===== config.mk =====
export PLATFORM = sky130hd
export DESIGN_NAME = alu_sequencer
export DESIGN_NICKNAME = d
export VERILOG_FILES = /design/src/rtl/alu_sequencer_pkg.sv /design/src/rtl/alu_regfile.sv /design/src/rtl/alu_sequencer.sv
export SDC_FILE = /design/constraint.sdc
export NUM_CORES = 1
export LEC_CHECK = 0
export CAP_MARGIN = 20
export CORE_ASPECT_RATIO = 1.1
export CORE_MARGIN = 3
export CORE_UTILIZATION = 50
export CTS_CLUSTER_SIZE = 24
export DETAILED_ROUTE_END_ITERATION = 8
export PLACE_DENSITY = 0.79
export SETUP_SLACK_MARGIN = 0.4
export SLEW_MARGIN = 0
export SYNTH_ARGS = -nofsm -noshare
export SYNTH_HDL_FRONTEND = slang
export SYNTH_HIERARCHICAL = 1
export SYNTH_SLANG_ARGS = --single-unit

===== constraint.sdc =====
create_clock -name clk -period 2.9 [get_ports clk]
set_clock_uncertainty 0.2 [all_clocks]
set_input_delay 0.725 -clock clk [delete_from_list [all_inputs] [get_ports clk]]
set_output_delay 0.725 -clock clk [all_outputs]
set_load 0.05 [all_outputs]

===== src/rtl/alu_sequencer_pkg.sv =====
// Shared constants, opcodes and FSM state type for the ALU command sequencer.
package alu_sequencer_pkg;

  localparam int unsigned ALU_W    = 6;
  localparam int unsigned ALU_NREG = 4;
  localparam int unsigned ALU_RW   = $clog2(ALU_NREG);

  localparam logic [3:0] OP_NOT = 4'd0;
  localparam logic [3:0] OP_IO  = 4'd1;
  localparam logic [3:0] OP_INC = 4'd8;
  localparam logic [3:0] OP_DEC = 4'd9;
  localparam logic [3:0] OP_ADD = 4'd10;
  localparam logic [3:0] OP_SUB = 4'd11;
  localparam logic [3:0] OP_OR  = 4'd15;

  typedef enum logic [1:0] {
    S_IDLE = 2'd0,
    S_EXEC = 2'd1,
    S_IO   = 2'd2,
    S_ERR  = 2'd3
  } seq_state_e;

endpackage


===== src/rtl/alu_regfile.sv =====
// NREG x W register file: two asynchronous read ports, one synchronous write port, async active-low clear.
module alu_regfile #(
  parameter int unsigned W    = 6,
  parameter int unsigned NREG = 4,
  parameter int unsigned RW   = $clog2(NREG)
) (
  input  logic          clk_i,
  input  logic          rst_ni,
  input  logic          we_i,
  input  logic [RW-1:0] waddr_i,
  input  logic [W-1:0]  wdata_i,
  input  logic [RW-1:0] raddr_a_i,
  output logic [W-1:0]  rdata_a_o,
  input  logic [RW-1:0] raddr_b_i,
  output logic [W-1:0]  rdata_b_o
);

  logic [W-1:0] mem_q [NREG];

  always_ff @(posedge clk_i or negedge rst_ni) begin
    if (!rst_ni) begin
      for (int unsigned i = 0; i < NREG; i++) mem_q[i] <= '0;
    end else if (we_i) begin
      mem_q[waddr_i] <= wdata_i;
    end
  end

  assign rdata_a_o = mem_q[raddr_a_i];
  assign rdata_b_o = mem_q[raddr_b_i];

endmodule


===== src/rtl/alu_sequencer.sv =====
// Command-side driver for the ring ALU: fetches operands, drives the ALU, and writes back
// either the ALU result or the data returned by an external I/O transfer.
module alu_sequencer
  import alu_sequencer_pkg::*;
#(
  parameter int unsigned W    = ALU_W,
  parameter int unsigned NREG = ALU_NREG,
  localparam int unsigned RW  = $clog2(NREG)
) (
  input  logic          clk,
  input  logic          rst,
  input  logic          instr_valid,
  output logic          instr_ready,
  input  logic [3:0]    instr_op,
  input  logic [RW-1:0] instr_rd,
  input  logic [RW-1:0] instr_ra,
  input  logic [RW-1:0] instr_rb,
  output logic [W-1:0]  alu_x,
  output logic [W-1:0]  alu_y,
  output logic [3:0]    alu_op,
  input  logic [W-1:0]  alu_z,
  input  logic          alu_baf,
  input  logic          alu_iof,
  input  logic          alu_zf,
  output logic          io_req,
  output logic [W-1:0]  io_wdata,
  input  logic          io_ack,
  input  logic [W-1:0]  io_rdata,
  output logic          res_valid,
  output logic [W-1:0]  result,
  output logic          zf,
  output logic          err,
  input  logic          err_clr
);

  seq_state_e    state_q, state_d;
  logic [W-1:0]  x_q, x_d, y_q, y_d, io_wdata_q, io_wdata_d, result_q, result_d;
  logic [3:0]    op_q, op_d;
  logic [RW-1:0] rd_q, rd_d;
  logic          io_req_q, io_req_d, res_valid_q, res_valid_d;
  logic          zf_q, zf_d, err_q, err_d;
  logic          rf_we;
  logic [W-1:0]  rf_wdata, ra_data, rb_data;

  alu_regfile #(
    .W    (W),
    .NREG (NREG),
    .RW   (RW)
  ) u_rf (
    .clk_i     (clk),
    .rst_ni    (rst),
    .we_i      (rf_we),
    .waddr_i   (rd_q),
    .wdata_i   (rf_wdata),
    .raddr_a_i (instr_ra),
    .rdata_a_o (ra_data),
    .raddr_b_i (instr_rb),
    .rdata_b_o (rb_data)
  );

  // Gated by rst so the source sees no ready while reset is held.
  assign instr_ready = (state_q == S_IDLE) & rst;

  always_comb begin
    state_d     = state_q;
    x_d         = x_q;
    y_d         = y_q;
    op_d        = op_q;
    rd_d        = rd_q;
    io_req_d    = io_req_q;
    io_wdata_d  = io_wdata_q;
    result_d    = result_q;
    zf_d        = zf_q;
    err_d       = err_q;
    res_valid_d = 1'b0;
    rf_we       = 1'b0;
    rf_wdata    = alu_z;
    unique case (state_q)
      S_IDLE: begin
        if (instr_valid && instr_ready) begin
          x_d     = ra_data;
          y_d     = rb_data;
          op_d    = instr_op;
          rd_d    = instr_rd;
          state_d = S_EXEC;
        end
      end
      S_EXEC: begin
        if (alu_baf) begin
          err_d   = 1'b1;
          state_d = S_ERR;
        end else if (alu_iof) begin
          io_req_d   = 1'b1;
          io_wdata_d = x_q;
          state_d    = S_IO;
        end else begin
          rf_we       = 1'b1;
          result_d    = alu_z;
          zf_d        = alu_zf;
          res_valid_d = 1'b1;
          state_d     = S_IDLE;
        end
      end
      S_IO: begin
        // I/O data is stored raw; out-of-ring values are caught as BAF on later use.
        rf_wdata = io_rdata;
        if (io_ack) begin
          rf_we       = 1'b1;
          result_d    = io_rdata;
          zf_d        = (io_rdata == '0);
          res_valid_d = 1'b1;
          io_req_d    = 1'b0;
          state_d     = S_IDLE;
        end
      end
      S_ERR: begin
        if (err_clr) begin
          err_d   = 1'b0;
          state_d = S_IDLE;
        end
      end
      default: state_d = S_IDLE;
    endcase
  end

  always_ff @(posedge clk or negedge rst) begin
    if (!rst) begin
      state_q     <= S_IDLE;
      x_q         <= '0;
      y_q         <= '0;
      op_q        <= '0;
      rd_q        <= '0;
      io_req_q    <= 1'b0;
      io_wdata_q  <= '0;
      result_q    <= '0;
      zf_q        <= 1'b0;
      err_q       <= 1'b0;
      res_valid_q <= 1'b0;
    end else begin
      state_q     <= state_d;
      x_q         <= x_d;
      y_q         <= y_d;
      op_q        <= op_d;
      rd_q        <= rd_d;
      io_req_q    <= io_req_d;
      io_wdata_q  <= io_wdata_d;
      result_q    <= result_d;
      zf_q        <= zf_d;
      err_q       <= err_d;
      res_valid_q <= res_valid_d;
    end
  end

  assign alu_x     = x_q;
  assign alu_y     = y_q;
  assign alu_op    = op_q;
  assign io_req    = io_req_q;
  assign io_wdata  = io_wdata_q;
  assign result    = result_q;
  assign zf        = zf_q;
  assign err       = err_q;
  assign res_valid = res_valid_q;

endmodule

# --- Word-level counts from Yosys, hierarchy flattened ---
# Cells that the tools add are included.
word_totals:
  regBits: 60
  latch_bits: 0
  mem_bits_rw: 0
  rom_bits: 0
  input_bits: 30
  out_inout_bits: 33
  mem_count: 0
op_classes:
  n_addsub: 0
  mul: 0
  div_mod_pow: 0
  magnitude_cmp: 4
  eq_ne: 10
  shifts: 0
  n_mux: 35
  n_bitwise: 5
  reduce_logical: 12
op_table:
  columns: ["operator", "count"]
  rows:
  - ["$mux 6", 9]
  - ["$bmux 6 s2", 2]
  - ["$bwmux 24", 1]
  - ["$demux 6 s2", 1]
  - ["$ne 2x2->1 const B", 6]
  - ["$pmux 6 s2", 1]
  - ["$mux 1", 11]
  - ["$mux 2", 5]
  - ["$ge 3x3->1 const B", 3]
  - ["$not 2->3", 3]
  - ["$reduce_and 3->1", 3]
  - ["$pmux 1 s2", 4]
  - ["$pmux 2 s4", 1]
  - ["$reduce_and 4->1", 2]
  - ["$logic_not 6->1", 1]
  - ["$eq 2x2->1 const B", 2]
  - ["$reduce_bool 2->1", 2]
  - ["$lt 3x1->1 const B", 1]
  - ["$eq 2x1->1 const B", 1]
  - ["$logic_and 1x1->1", 2]
  - ["$logic_not 2->1", 1]
  - ["$ne 2x1->1 const B", 1]
  - ["$reduce_and 2->1", 1]
  - ["$and 1x1->1", 1]
  - ["$not 1->1", 1]

# --- Depth between registers and ports, before layout ---
logic_depth:
  depth_word: 6
  depth_mapped: 8
  ltp_nobuf: 7

# --- Hierarchy ---
# The synthesis kept the hierarchy.
modules_own_cells:
  columns: ["mod", "n_inst", "cells_per_inst", "area_per_inst_um2", "seq_area_each_um2"]
  rows:
  - ["alu_sequencer", 1, 110, 1605.3, 900.9]
  - ["alu_regfile", 1, 66, 1197.4, 600.6]

# --- Worst setup path before layout ---
# OpenSTA, ideal clock, no wires.
synth_timing:
  path_kind: "input to register"
  start: "in alu_baf"
  end: "reg u_rf/mem_q[18] (netlist bit)"
  arrival_time_ns: 1.868
  t_required_ns: 2.575
  setup_slack_ns: 0.708
  stages: 5
  path_cell_list: "nand2b_1 -> o21ai_0 -> and2_1 -> nor3b_4 -> mux2_2"
synth_via:
  elab_chain_cells: 2
synth_lines:
  columns: ["item", "line_no", "source"]
  rows:
  - ["from (decl)", "alu_sequencer.sv:22", "input logic alu_baf,"]
  - ["$mux 1", null, null]
  - ["$pmux 1 s2", null, null]
  - ["named net res_valid_d", "alu_sequencer.sv:40", "logic io_req_q, io_req_d, res_valid_q, res_valid_d;"]
  - ["to (signal, indexed assignment)", "alu_regfile.sv:24", "mem_q[waddr_i] <= wdata_i;"]
  - ["to (decl)", "alu_regfile.sv:18", "logic [W-1:0] mem_q [NREG];"]
# The timed path passes the listed nets, and every way through them passes these cells.
# A chain may end at the register's enable or synchronous reset.

# --- Final worst setup path ---
layout_timing:
  start: "in alu_baf"
  end: "reg u_rf/mem_q[20] (netlist bit)"
# Same word-level chain as after synthesis.

==> qor.tcl <==
set qor(run_status) {finished, final reports clean}
set qor(yosys_warnings) 6
set qor(cts_tree) {done}
set qor(fraction_of_registers_with_async_set_or_reset_after_synthesis_pct) 100
set qor(cp_data_arrival_time_ns) 2.47
set qor(final.setup.tns_ns) 0
set qor(crit_fanout) 6
set qor(drt-pass1-iter-count) 6
set qor(rr_worst_depth) 7
set qor(tightest_slew_ns) 0.738
set qor(overall_routed_net_length_mm) 5.78
set qor(synth_enable_flop_cells) 0
set qor(number_of_nets_with_antenna_violations_after_detailed_routing) 0
set qor(maxSlewViolCount) 0
set qor(rows) 27
set qor(most-common-layout-cells) {mux2_2, dfrtp_1, clkdlybuf4s50_1, mux4_2, clkbuf_8}
set qor(clockBufferDepth) 2
set qor(grt_max_degree) 60
set qor(post_route_cells_drive_above_1_share_pct) 40.8
set qor(most_common_cell_after_layout_fill_and_taps_aside) {mux2_2}
set qor(startpoint_type) {input port}
set qor(final_period_minus_worst_setup_slack_ns) 2.46
set qor(fp.dieW_microns) 77.4
set qor(vdd_ir_drop_max_mv) 0.700
set qor(routing_usage_on_met2_pct) 32.4
set qor(drtIter0Drc) 92
set qor(cts.sink_count) 60
set qor(worst_setup_path_end_kind) {flip-flop}
set qor(io-pin-count) 63
set qor(dieArea_sq_um) 6540
set qor(die_h_microns) 84.5
set qor(nFillCells) 389
set qor(rsz0062_at_grt) {false}
set qor(multiInputGateArea_sq_um) 1260
set qor(max_freq_ghz) 0.406
set qor(gp_congestion) 0.774
set qor(setup_viol) 0
set qor(powerDensity_nw_per_um2) 1220
set qor(layout.area.seq_sq_um) 1500
set qor(crit_start) {alu_baf}
set qor(worstHoldPathCells) 1
set qor(synth_top_flop_cell) {dfrtp_1}
set qor(cellLeakagePower_nw) 1.63
set qor(worst-setup-path-type) {input port to flip-flop}
set qor(synth_cells) 176
set qor(clock_latency_ns) 0.33
set qor(worst_hold_class) {flip-flop to flip-flop}
set qor(dp.final_hpwl_mm) 4.13
set qor(portBuffers) 62
set qor(worst-endpoint-required_ns) 2.91
set qor(initial_utilization_pct) 53.9
set qor(detail_route.wl_per_cell_microns) 17.7
set qor(ys_seq_elements) 60
set qor(clockRootBuffer) {clkbuf_8}
set qor(design.core.area_sq_um) 5200
set qor(rr_startpoint) {state_q[1]$_DFFE_PN0P_}
set qor(reg2reg_slack_ns) 0.56
set qor(antenna_violations_before_repair) 0
set qor(global_route.overflow_total) 0
set qor(htree_levels) 3
set qor(postSynthNetCount) 210
set qor(max_slew_margin_pct) 50.8
set qor(areaGrowthSynthToFinish_pct) 33.3
set qor(grt_pass1_vias) 1851
set qor(holdPathEnd) {io_wdata[3]$_DFFE_PN0P_}
set qor(met3_usage_pct) 4.72
set qor(tritoncts_buffers) 9
set qor(fin_cells) 327
set qor(dp_cells) 310
set qor(finish.net_count) 284
set qor(worst_setup_hold_path_clk_slew_ns) 0.06
set qor(max_cap_viol_count) 0
set qor(grt_first_pass_wirelength_mm) 9.71
set qor(synthDistinctLibCells) 31
set qor(report.final.hold_viol_count) 0
set qor(syn-cell-area_sq_um) 2800
set qor(synth.yosys.seq_area_share_pct) 53.6
set qor(global_route.usage.met1_pct) 24.6
set qor(vias) 1757
set qor(grt_most_used_layer) {met2}
set qor(final_min_period_over_clock_period_pct) 84.9
set qor(min_from) {io_wdata[3]$_DFFE_PN0P_}
set qor(drc) 0
set qor(vias_per_cell) 5.37
set qor(aggregate_global_route_resource_usage_pct) 19.6
set qor(syn_avg_cell_area_sq_um) 15.9
set qor(number_of_antenna_cells_inserted) 0
set qor(critical_path.reg2reg.endpoint) {u_rf/mem_q[20]$_DFFE_PN0P_}
-- per-layer routing --
metal  vias up  part of all wire (%)  wire length (microns)
met4         0                   1.6                     95
met5         -                     0                      0
met3        11                   4.0                    230
met1       876                    42                   2460
li1        811                     -                      -
met2        59                    52                   3000
-- report_power, final --
part           leakage, nW  total (mW)  switching [mW]  internal [mW]
clock network       0.0979       0.740           0.295          0.446
registers            0.748        1.51           0.270           1.24
logic                0.779        2.30            1.27           1.03
total                 1.63        4.55            1.83           2.71
-- cells by family after synthesis --
group,count (synthesis),share of synthesized area (%)
muxes,75,34.9
adders and majority gates,4,1.79
AOI/OAI and AO/OA,10,2.59
and+or+nand+nor,17,5.27
buffers and inverters,10,1.87
DFF,60,53.6
-- worst max-delay path by stage --
stage                                  to  slack (ns)
2_1_floorplan  u_rf/mem_q[18]$_DFFE_PN0P_        0.71
3_3_place_gp   u_rf/mem_q[20]$_DFFE_PN0P_        0.11
3_5_place_dp   u_rf/mem_q[22]$_DFFE_PN0P_        0.04
4_1_cts                          alu_x[4]        0.42
5_1_grt        u_rf/mem_q[20]$_DFFE_PN0P_        0.40
6_report       u_rf/mem_q[20]$_DFFE_PN0P_        0.44
-- timing repair --
action                                 in CTS  in global routing
pin swaps                                   0                  0
endpoints found under the hold margin       1                  0
resized for setup                           2                  2
setup buffers                               0                  0
hold buffers                                1                  0
setup endpoints to repair                   6                  6
-- synth_stat cells (all sizes together) (2+ instances only) --
cell type	number	area share, %
a21oi	2	0.36
and2	2	0.45
buf	5	1.2
dfrtp	60	54
ha	4	1.8
inv	5	0.67
mux2	62	25
mux4	12	9.6
nand2	2	0.27
nand3	2	0.80
nand3b	3	1.1
nor3	2	0.76
o21ai	2	0.36
-- sequential cells by signal, indices dropped and copies added, names as in the netlist --
name	flops
alu_op	4
alu_x	6
alu_y	6
err	1
io_req	1
io_wdata	6
rd_q	2
res_valid	1
result	6
state_q	2
u_rf/mem_q	24
zf	1
-- final cells by class --
type                            count  area share [%]
Clock inverter                      1           0.804
Clock buffer                       15            4.45
Tap cell                           72            2.41
Sequential cell                    60            40.2
Timing Repair Buffer               68            18.0
Inverter                            5           0.502
Multi-Input combinational cell    106            33.6
-- through the flow --
step           power (mW)  hold WS, ns  area [sq um]  worst slack (ns)  utilization (%)
2_1_floorplan        3.10        0.229          2800             0.708                -
3_3_place_gp         3.76        0.286          3520             0.107             67.7
4_1_cts              4.59        0.307          3730             0.419             71.7
5_1_grt              4.80        0.337          3740             0.402             71.8
6_report             4.55        0.303          3740             0.438             71.8
3_5_place_dp         3.83        0.292          3520            0.0445             67.7
-- worst max-delay path, stage by stage --
cell	delay, ns
clkdlybuf4s50_1	0.42
nand2b_1	0.16
o21ai_0	0.20
and2_4	0.22
nor3b_4	0.36
mux2_2	0.39
(Power assumes the default switching activity.)
